### config.mk
export PLATFORM = sky130hd
export DESIGN_NAME = life_gen_ctrl_flat
export DESIGN_NICKNAME = d
export VERILOG_FILES = /design/src/rtl/life_gen_ctrl_if.sv /design/src/rtl/life_gen_ctrl.sv /design/src/flat_wrapper.sv
export SDC_FILE = /design/constraint.sdc
export NUM_CORES = 1
export LEC_CHECK = 0
export ABC_AREA = 1
export BUFFER_PORTS_ARGS = -buffer_cell sky130_fd_sc_hd__buf_2
export CAP_MARGIN = 20
export CORE_AREA = 2 2 213 215
export CTS_CLUSTER_DIAMETER = 80
export DETAILED_ROUTE_END_ITERATION = 6
export DIE_AREA = 0 0 215 217
export HOLD_SLACK_MARGIN = 0.06
export PLACE_DENSITY = 0.77
export SYNTH_ARGS = -nofsm -noshare
export SYNTH_HDL_FRONTEND = slang
export SYNTH_SLANG_ARGS = --single-unit
### constraint.sdc
create_clock -name clk -period 12.6 [get_ports clk]
set_clock_uncertainty 0.1 [all_clocks]
set_input_delay 1.89 -clock clk [delete_from_list [all_inputs] [get_ports clk]]
set_output_delay 1.89 -clock clk [all_outputs]
set_load 0.005 [all_outputs]
### src/rtl/life_gen_ctrl_if.sv
// Row-serial pattern load channel between a loader (master) and life_gen_ctrl (slave).
interface life_gen_ctrl_if #(
  parameter int COLS = 16
);
  logic            load_start;
  logic            load_valid;
  logic            load_ready;
  logic [COLS-1:0] load_row_data;

  modport master (output load_start, output load_valid, output load_row_data, input load_ready);
  modport slave  (input load_start, input load_valid, input load_row_data, output load_ready);
endinterface

### src/rtl/life_gen_ctrl.sv
// Generation controller for a Game of Life grid: owns the cell register, loads rows, steps/runs.
// Optional LIFE_AUTO_HALT_EN: a stable grid ends RUN at its tick until run is re-asserted.
module life_gen_ctrl #(
  parameter int ROWS     = 16,
  parameter int COLS     = 16,
  parameter int TICK_DIV = 4,
  parameter int GEN_W    = 16
) (
  input  logic                 clk,
  input  logic                 reset,
  life_gen_ctrl_if.slave       ld,
  input  logic                 run,
  input  logic                 step,
  input  logic [ROWS*COLS-1:0] grid_evolve,
  output logic [ROWS*COLS-1:0] grid,
  output logic [GEN_W-1:0]     generation,
  output logic                 busy,
  output logic                 extinct,
  output logic                 stable
);
  localparam int CELLS = ROWS * COLS;
  localparam int RW    = (ROWS > 1) ? $clog2(ROWS) : 1;
  localparam int TW    = $clog2(TICK_DIV);
  localparam logic [RW-1:0]    ROW_LAST  = RW'(ROWS - 1);
  localparam logic [TW-1:0]    TICK_LAST = TW'(TICK_DIV - 1);
  localparam logic [GEN_W-1:0] GEN_ONE   = GEN_W'(1);

  typedef enum logic [1:0] {IDLE = 2'd0, LOAD = 2'd1, RUN = 2'd2} state_t;

  state_t           state_r, state_n;
  logic [CELLS-1:0] grid_r, grid_n;
  logic [GEN_W-1:0] gen_r, gen_n;
  logic [RW-1:0]    row_cnt_r, row_cnt_n;
  logic [TW-1:0]    tick_cnt_r, tick_cnt_n;
`ifdef LIFE_AUTO_HALT_EN
  // Set when RUN halted on a still life; cleared once run drops, so only a fresh rise re-enters.
  logic             halt_hold_r, halt_hold_n;
`endif

  // State, grid, counters register
  always_ff @(posedge clk or posedge reset) begin
    if (reset) begin
      state_r    <= IDLE;
      grid_r     <= {CELLS{1'b0}};
      gen_r      <= {GEN_W{1'b0}};
      row_cnt_r  <= {RW{1'b0}};
      tick_cnt_r <= {TW{1'b0}};
`ifdef LIFE_AUTO_HALT_EN
      halt_hold_r <= 1'b0;
`endif
    end else begin
      state_r    <= state_n;
      grid_r     <= grid_n;
      gen_r      <= gen_n;
      row_cnt_r  <= row_cnt_n;
      tick_cnt_r <= tick_cnt_n;
`ifdef LIFE_AUTO_HALT_EN
      halt_hold_r <= halt_hold_n;
`endif
    end
  end

  // Next-state and datapath capture decisions
  always_comb begin
    state_n    = state_r;
    grid_n     = grid_r;
    gen_n      = gen_r;
    row_cnt_n  = row_cnt_r;
    tick_cnt_n = tick_cnt_r;
`ifdef LIFE_AUTO_HALT_EN
    halt_hold_n = halt_hold_r & run;
`endif
    case (state_r)
      IDLE: begin
        if (ld.load_start) begin
          state_n   = LOAD;
          row_cnt_n = {RW{1'b0}};
        end else if (step) begin
          grid_n = grid_evolve;
          gen_n  = gen_r + GEN_ONE;
`ifdef LIFE_AUTO_HALT_EN
        end else if (run && !halt_hold_r) begin
`else
        end else if (run) begin
`endif
          state_n    = RUN;
          tick_cnt_n = {TW{1'b0}};
        end else begin
          state_n = IDLE;
        end
      end
      LOAD: begin
        // A restart wins over the row presented in the same cycle.
        if (ld.load_start) begin
          row_cnt_n = {RW{1'b0}};
        end else if (ld.load_valid) begin
          grid_n[int'(row_cnt_r)*COLS +: COLS] = ld.load_row_data;
          if (row_cnt_r == ROW_LAST) begin
            state_n   = IDLE;
            gen_n     = {GEN_W{1'b0}};
            row_cnt_n = {RW{1'b0}};
          end else begin
            row_cnt_n = row_cnt_r + RW'(1);
          end
        end else begin
          row_cnt_n = row_cnt_r;
        end
      end
      RUN: begin
        if (ld.load_start) begin
          state_n    = LOAD;
          row_cnt_n  = {RW{1'b0}};
          tick_cnt_n = {TW{1'b0}};
        end else if (!run) begin
          state_n    = IDLE;
          tick_cnt_n = {TW{1'b0}};
        end else if (tick_cnt_r == TICK_LAST) begin
          tick_cnt_n = {TW{1'b0}};
`ifdef LIFE_AUTO_HALT_EN
          if (stable) begin
            state_n     = IDLE;
            halt_hold_n = 1'b1;
          end else begin
            grid_n = grid_evolve;
            gen_n  = gen_r + GEN_ONE;
          end
`else
          grid_n = grid_evolve;
          gen_n  = gen_r + GEN_ONE;
`endif
        end else begin
          tick_cnt_n = tick_cnt_r + TW'(1);
        end
      end
      default: begin
        state_n    = IDLE;
        tick_cnt_n = {TW{1'b0}};
        row_cnt_n  = {RW{1'b0}};
      end
    endcase
  end

  assign grid          = grid_r;
  assign generation    = gen_r;
  assign busy          = (state_r != IDLE);
  assign ld.load_ready = (state_r == LOAD);
  assign extinct       = (grid_r == {CELLS{1'b0}});
  assign stable        = (grid_evolve == grid_r);
endmodule

### src/flat_wrapper.sv
// flat-port wrapper written by rule: the top's interface ports become plain ports
module life_gen_ctrl_flat 
#(
  parameter int ROWS     = 16,
  parameter int COLS     = 16,
  parameter int TICK_DIV = 4,
  parameter int GEN_W    = 16
)
  (clk, reset, run, step, grid_evolve, grid, generation, busy, extinct, stable, ld_load_start, ld_load_valid, ld_load_row_data, ld_load_ready);
  life_gen_ctrl_if #(.COLS(COLS)) ld_i ();
  input  logic clk;
  input  logic reset;
  input  logic run;
  input  logic step;
  input  logic [ROWS*COLS-1:0] grid_evolve;
  output logic [ROWS*COLS-1:0] grid;
  output logic [GEN_W-1:0] generation;
  output logic busy;
  output logic extinct;
  output logic stable;
  input wire logic [$bits(ld_i.load_start)-1:0] ld_load_start;
  input wire logic [$bits(ld_i.load_valid)-1:0] ld_load_valid;
  input wire logic [$bits(ld_i.load_row_data)-1:0] ld_load_row_data;
  output wire logic [$bits(ld_i.load_ready)-1:0] ld_load_ready;
  assign ld_i.load_start = ld_load_start;
  assign ld_i.load_valid = ld_load_valid;
  assign ld_i.load_row_data = ld_load_row_data;
  assign ld_load_ready = ld_i.load_ready;
  life_gen_ctrl #(.ROWS(ROWS), .COLS(COLS), .TICK_DIV(TICK_DIV), .GEN_W(GEN_W)) u_core (.clk(clk), .reset(reset), .ld(ld_i), .run(run), .step(step), .grid_evolve(grid_evolve), .grid(grid), .generation(generation), .busy(busy), .extinct(extinct), .stable(stable));
endmodule
==> flow_summary.yaml, run 1 <==
die:
  core.rowCount: 78
  start_util_pct: 43.6
  dieArea_mm2: 0.0467
  ios: 554
  dieWidth_um: 215
  die_h_um: 217
  core-area_mm2: 0.0447
routing:
  wl_per_cell_um: 20.2
  firstDrtPassIters: 7
  routed-wl-met3_um: 7280
  wl_met2_um: 37200
  drtAntennaViolNets: 0
  drtIter0Drc: 2528
  vias_per_cell: 5.35
  drcViolationCount: 5
  wl_um: 82300
  top_layer: "met5"
  num_vias: 21800
  wl_met1_um: 33300
clock_network:
  insertion_delay_ns: 0.55
  cts_setup_buffers: 0
  htree_levels: 2
  hold_buffers: 0
  cts.clk_slew.worst_paths_ns: 0.06
  postCtsResizedCells: 0
  clock_path_buffers: 3
  cts_buffers: 34
  tritoncts: "built"
  ctsRootBufferMaster: "clkbuf_16"
  cts_sinks: 280
setup_path:
  crit_type: "in -> out"
  crit_path_top_delay_cell: "nor2_1"
  crit_path_end_kind: "output port"
  start_kind: "input port"
  critical_path_arrival_ns: 3.49
  cp_max_fo: 2
  worstPathCellList: "buf_2 > xnor2_1 > nand2_1 > nor2_1 > nand2_1 > nor2_1 > nand2_1 > nor2_1 > nand2_1 > nor2_1 > buf_2"
  slowest_delay_ns: 0.36
  critPathRequiredTime_ns: 10.61
  r2r_cells: 10
synth:
  synth_seq_cells: 280
  synth_fa_ha_area_share_pct: 0.321
  syn_nets: 3241
  synthSimpleGateAreaFrac_pct: 37.2
  avgSynthCellArea_um2: 6.58
  synthMuxAreaShare_pct: 0
  ys.warnings.count: 0
  synth_top_family_by_area: "simple AND/OR/NAND/NOR gates"
  synth-xor-area-share_pct: 9.63
  yosysSeqAreaShare_pct: 36.0
  synthCells: 2958
  ys_types: 42
  synth_compound_area_share_pct: 9.62
  syn_area_mm2: 0.0195
sta:
  slew_viol_final: 0
  fin_tns_setup_ns: 0
  finalSetupViolCount: 0
  worst_pin_slew_ns: 0.985
  fmax_ghz: 0.182
  maxSlewHeadroom_pct: 34.3
  grt_setup_unrepaired: "no"
  hold_viol_final: 0
  min_period_ns: 5.48
  period_share_pct: 43.5
  setup_slack_ns: 7.12
place:
  io_buffer_count: 553
  gp_congestion: 0.944
  hpwl_um: 64300
  pre_cts_ws_ns: 7.10
cells_and_area:
  final_core_util_pct: 53.0
  drive_above_1_share_pct: 20.0
  nets: 3729
  synthToLayoutAreaGrowth_pct: 21.6
worst_hold_path:
  hp-class: "reg -> reg"
  whs_path_depth: 2
run:
  drv_cap: 0
global_routing:
  grt_pass1_vias: 19600
  grt_use_total_pct: 34.3
  grt_pass1_wl_um: 122000
  antenna_found_initial: 19
  grt_max_degree: 94
  grt_overflow: 0
power:
  power_leakage_nw: 12.0
  ir_drop_uv: 77.6
  power_density_mw_per_mm2: 117
outcome:
  run_status: "finished, violations left"
  violations: "design-rule violations"
-- state kept, by name, indices dropped and copies added (netlist names) --
name	count
u_core.grid	256
u_core.generation	16
u_core.row_cnt_r	4
u_core.state_r	2
u_core.tick_cnt_r	2
-- power breakdown --
group	internal, mW	switching [mW]	total [mW]	leakage (nW)
Combinational	0.250	0.415	0.665	7.81
Clock	0.581	0.414	0.995	0.551
Sequential	0.983	0.125	1.11	3.62
-- cell type report --
| type | instances | area [µm²] |
|---|---|---|
| fill | 4556 | 21000 |
| multi-input combinational | 2348 | 11100 |
| sequential | 280 | 7010 |
| timing repair buffer | 568 | 2890 |
| clock buffer | 48 | 1010 |
| inverter | 214 | 813 |
| tap | 600 | 751 |
| clock inverter | 11 | 86.3 |
| antenna | 14 | 35.0 |
-- through the flow --
stage	instances	hold slack [ns]	instance area (µm²)	power, mW
after global routing	4078	0.473	23700	2.89
after detailed placement	4009	0.421	22500	1.78
after floorplan	2958	0.412	19500	1.47
final	4083	0.427	23700	2.77
after global placement	4009	0.415	22500	1.77
after CTS	4068	0.435	23600	2.77
-- placed cells by master, fill, tap and decap left out, types with 14 or more instances in the layout --
| cell | count |
|---|---|
| inv_2 | 19 |
| nand4_1 | 15 |
| clkbuf_16 | 35 |
| o22ai_1 | 31 |
| o21ai_1 | 52 |
| xnor2_1 | 205 |
| nor4_1 | 57 |
| inv_1 | 193 |
| diode_2 | 14 |
| nor2_1 | 192 |
| dfrtp_1 | 280 |
| o21ai_0 | 241 |
| buf_2 | 553 |
| nor3_1 | 31 |
| nand3_1 | 33 |
| nand2_1 | 1410 |
| buf_4 | 14 |
-- critical path, delay by kind of cell --
family / cells / cell delay [ns]
XOR/XNOR: 1 / 0.14
buffers and inverters: 2 / 0.23
AND/OR/NAND/NOR: 8 / 1.21
-- kinds of logic after synthesis --
family,after synthesis
DFF,280
adders and majority gates,5
xor gates and xnor gates,212
buffers and inverters,330
AOI/OAI and AO/OA,350
and+or+nand+nor,1781
-- worst paths after layout --
check                                 startpoint                    end  slack, ns
max in group asynchronous                  reset         u_core.grid[1]       8.92
min in group asynchronous                  reset       u_core.grid[230]       1.32
min                        u_core.generation[15]  u_core.generation[15]       0.43
max                               grid_evolve[3]                 stable       7.12
min reg2reg                u_core.generation[15]  u_core.generation[15]       0.43
max reg2reg                  u_core.row_cnt_r[0]       u_core.grid[189]       8.47
-- cells in the mapped netlist, drive strengths merged --
library cell  count  area, µm²
a21oi            21        176
and2              1       6.26
buf              67        413
clkbuf           49        184
dfrtp           280       7010
ha                5       62.6
inv             214        806
nand2          1423       5370
nand3            41        298
nand3b            2       15.0
nand4            19        144
nor2            198        805
nor3             34        198
nor3b             1       7.51
nor4             58        378
o2111ai           1       8.76
o21ai           294       1470
o22ai            31        194
o31ai             3       22.5
or2               4       25.0
xnor2           206       1820
xor2              6       52.6
-- metal layers --
metal / global-route usage, % / vias to the layer above
met1: 45.7 / 10100
li1: - / 10300
met3: 6.02 / 229
met5: 0 / -
met2: 53.8 / 1220
met4: 17.1 / 18
No activity file was read; power rests on OpenSTA's default activity.
==> run 2, diff against run 1 <==
--- a/config.mk
+++ b/config.mk
@@ -5,15 +5,15 @@
 export SDC_FILE = /design/constraint.sdc
 export NUM_CORES = 1
 export LEC_CHECK = 0
-export ABC_AREA = 1
+export ABC_AREA = 0
 export BUFFER_PORTS_ARGS = -buffer_cell sky130_fd_sc_hd__buf_2
 export CAP_MARGIN = 20
-export CORE_AREA = 2 2 213 215
+export CORE_AREA = 2 2 215 217
 export CTS_CLUSTER_DIAMETER = 80
 export DETAILED_ROUTE_END_ITERATION = 6
-export DIE_AREA = 0 0 215 217
+export DIE_AREA = 0 0 217 219
 export HOLD_SLACK_MARGIN = 0.06
-export PLACE_DENSITY = 0.77
+export PLACE_DENSITY = 0.72
 export SYNTH_ARGS = -nofsm -noshare
 export SYNTH_HDL_FRONTEND = slang
 export SYNTH_SLANG_ARGS = --single-unit
==> constraint.sdc (replaced) <==
create_clock -name clk -period 4.9 [get_ports clk]
set_clock_uncertainty 0.1 [all_clocks]
set_input_delay 0.735 -clock clk [delete_from_list [all_inputs] [get_ports clk]]
set_output_delay 0.735 -clock clk [all_outputs]
set_load 0.005 [all_outputs]
==> flow_summary.yaml, run 2 <==
setup_path:
  critPathBufInv: 1
  crit_type: "reg -> out"
  slowest_delay_ns: 0.66
  r2r_start: "u_core.row_cnt_r[0]"
  crit_family: "simple AND/OR/NAND/NOR gates"
  cp_max_fo: 4
  worstSetupPathDepth: 7
  worstPathCellList: "xor2_1 > nor4_1 > nand4_1 > nor4_1 > nand4_1 > nor4_1 > buf_2"
  r2r_cells: 7
  critical_path_arrival_ns: 3.58
  crit_start: "u_core.grid[141]"
  start_kind: "flop"
  cpMostUsedCell: "nor4_1"
  crit_path_end_kind: "output port"
  crit_path_top_delay_cell: "nor4_1"
  critPathRequiredTime_ns: 4.07
synth:
  synthCells: 1811
  synth_ff_type: "dfrtp_1"
  synth_top_cell_area_share_pct: 42.2
  async_flop_share_pct: 100
  synth_commonest_cells: "dfrtp_1 (280), nor2_1 (271), a21oi_1 (223)"
  synthMostInstantiatedCell: "dfrtp_1"
  yosysSeqAreaShare_pct: 42.2
  synth_area_leader_cell: "dfrtp_1"
  syn_nets: 2094
  ys_types: 53
  avgSynthCellArea_um2: 9.16
  synth_seq_cells: 280
  synth_edf_count: 0
  syn_area_mm2: 0.0166
  ys.warnings.count: 0
  synth.top_cells.by_area: "dfrtp_1 (42%), a22oi_1 (8.7%), xnor2_1 (7.4%), a21oi_1 (6.7%), xor2_1 (6.5%)"
routing:
  drtIter0Drc: 2490
  drcViolationCount: 0
  vias_per_cell: 6.26
  drtAntennaViolNets: 0
  num_vias: 18200
  wl_per_cell_um: 32.6
  firstDrtPassIters: 6
  wl_um: 94800
cells_and_area:
  fin_cells: 2911
  largest_register_ffs: 256
  mostFrequentLayoutCells: "buf_2 (553), dfrtp_1 (280), nor2_1 (269), a21oi_1 (223), a22oi_1 (192)"
  synthToLayoutAreaGrowth_pct: 25.6
  drive_above_1_share_pct: 30.0
  finish.instance_area_mm2: 0.0208
  layout_commonest_cell: "buf_2"
  final_core_util_pct: 46.2
  nets: 2568
global_routing:
  antenna_found_initial: 13
  grt_pass1_vias: 17100
  grt_pass1_wl_um: 129000
  grt_use_total_pct: 38.5
  grt_max_degree: 140
  grt_overflow: 0
sta:
  hold_viol_final: 0
  grt_setup_unrepaired: "no"
  finalSetupViolCount: 0
  fin_tns_setup_ns: 0
  worst_pin_slew_ns: 1.19
  fmax_ghz: 0.226
  slew_viol_final: 0
  maxSlewHeadroom_pct: 19.7
  min_period_ns: 4.42
  setup_slack_ns: 0.482
  period_share_pct: 90.2
power:
  power_density_mw_per_mm2: 446
  ir_drop_uv: 234
  power_leakage_nw: 8.69
clock_network:
  postCtsResizedCells: 0
  insertion_delay_ns: 0.55
  tritoncts: "built"
  hold_buffers: 1
  clock_path_buffers: 3
  cts_setup_buffers: 0
  cts_buffers: 35
  ctsRootBufferMaster: "clkbuf_16"
  cts.clk_slew.worst_paths_ns: 0.06
  cts_sinks: 280
  htree_levels: 2
place:
  hpwl_um: 71600
  place_area_mm2: 0.0197
  io_buffer_count: 553
  gp_congestion: 0.984
  placed_cells: 2846
  pre_cts_ws_ns: 0.689
die:
  die_h_um: 219
  start_util_pct: 36.8
  ios: 554
  core.rowCount: 78
  core-area_mm2: 0.0451
  dieWidth_um: 217
  dieArea_mm2: 0.0475
worst_hold_path:
  whs_path_depth: 2
  hold_start: "step"
  hp-class: "in -> reg"
run:
  drv_cap: 0
outcome:
  run_status: "completed"
run 2: final cells by class:
cell class	count	area [µm²]
diodes	6	15.0
well taps	600	751
clock inverters	5	80.1
multi-input cells	1371	8840
flip-flops and latches	280	7010
repair buffers	583	3040
inverters	14	58.8
clock buffers	52	1040
fillers	4426	24300
run 2: per-layer routing:
metal	track usage (%)	vias up	share of wire, %
met4	21.8	12	6.5
met1	47.1	8882	37
met3	9.74	322	11
met5	0	-	0.088
li1	-	7611	-
met2	61.8	1396	46
run 2: kinds of logic (layout without fill, tap and decap cells):
logic type / after synthesis / in the layout / share of synthesized area, %
adder cells (fa/ha/maj): 5 / 5 / 0.377
AO/OA/AOI/OAI: 563 / 563 / 23.1
buffers and inverters: 160 / 654 / 4.59
flip-flops: 280 / 280 / 42.2
AND/OR/NAND/NOR: 537 / 537 / 15.7
other: 0 / 6 / 0
XOR/XNOR: 265 / 265 / 14.0
multiplexers: 1 / 1 / 0.0604
run 2: final timing paths:
check / endpoint / slack (ns)
max in group asynchronous: u_core.grid[221] / 3.03
setup / recovery: stable / 0.48
hold reg to reg: u_core.tick_cnt_r[0] / 0.42
setup reg to reg: u_core.grid[32] / 1.21
hold / removal: u_core.state_r[1] / 0.32
min in group asynchronous: u_core.grid[56] / 0.57
run 2: worst reg2reg max path, cell delays in order, from the launching register on:
cell     delay [ns]
dfrtp_1        0.67
inv_1          0.13
ha_1           0.53
nor3b_4        0.76
nand3_1        0.26
a21oi_4        0.86
nor2_1         0.17
a21oi_2        0.15
run 2: power breakdown:
| part | leakage, nW | switching (mW) | internal [mW] |
|---|---|---|---|
| clock network | 0.542 | 1.08 | 1.57 |
| registers | 3.46 | 0.870 | 2.85 |
| logic | 4.68 | 1.79 | 1.13 |
| total | 8.69 | 3.74 | 5.55 |
run 2: through the flow:
step	hold slack, ns	power [mW]
after global placement	0.372	6.52
after floorplan	0.359	4.68
after CTS	0.290	9.23
final	0.319	9.29
after global routing	0.325	9.58
after detailed placement	0.404	6.59
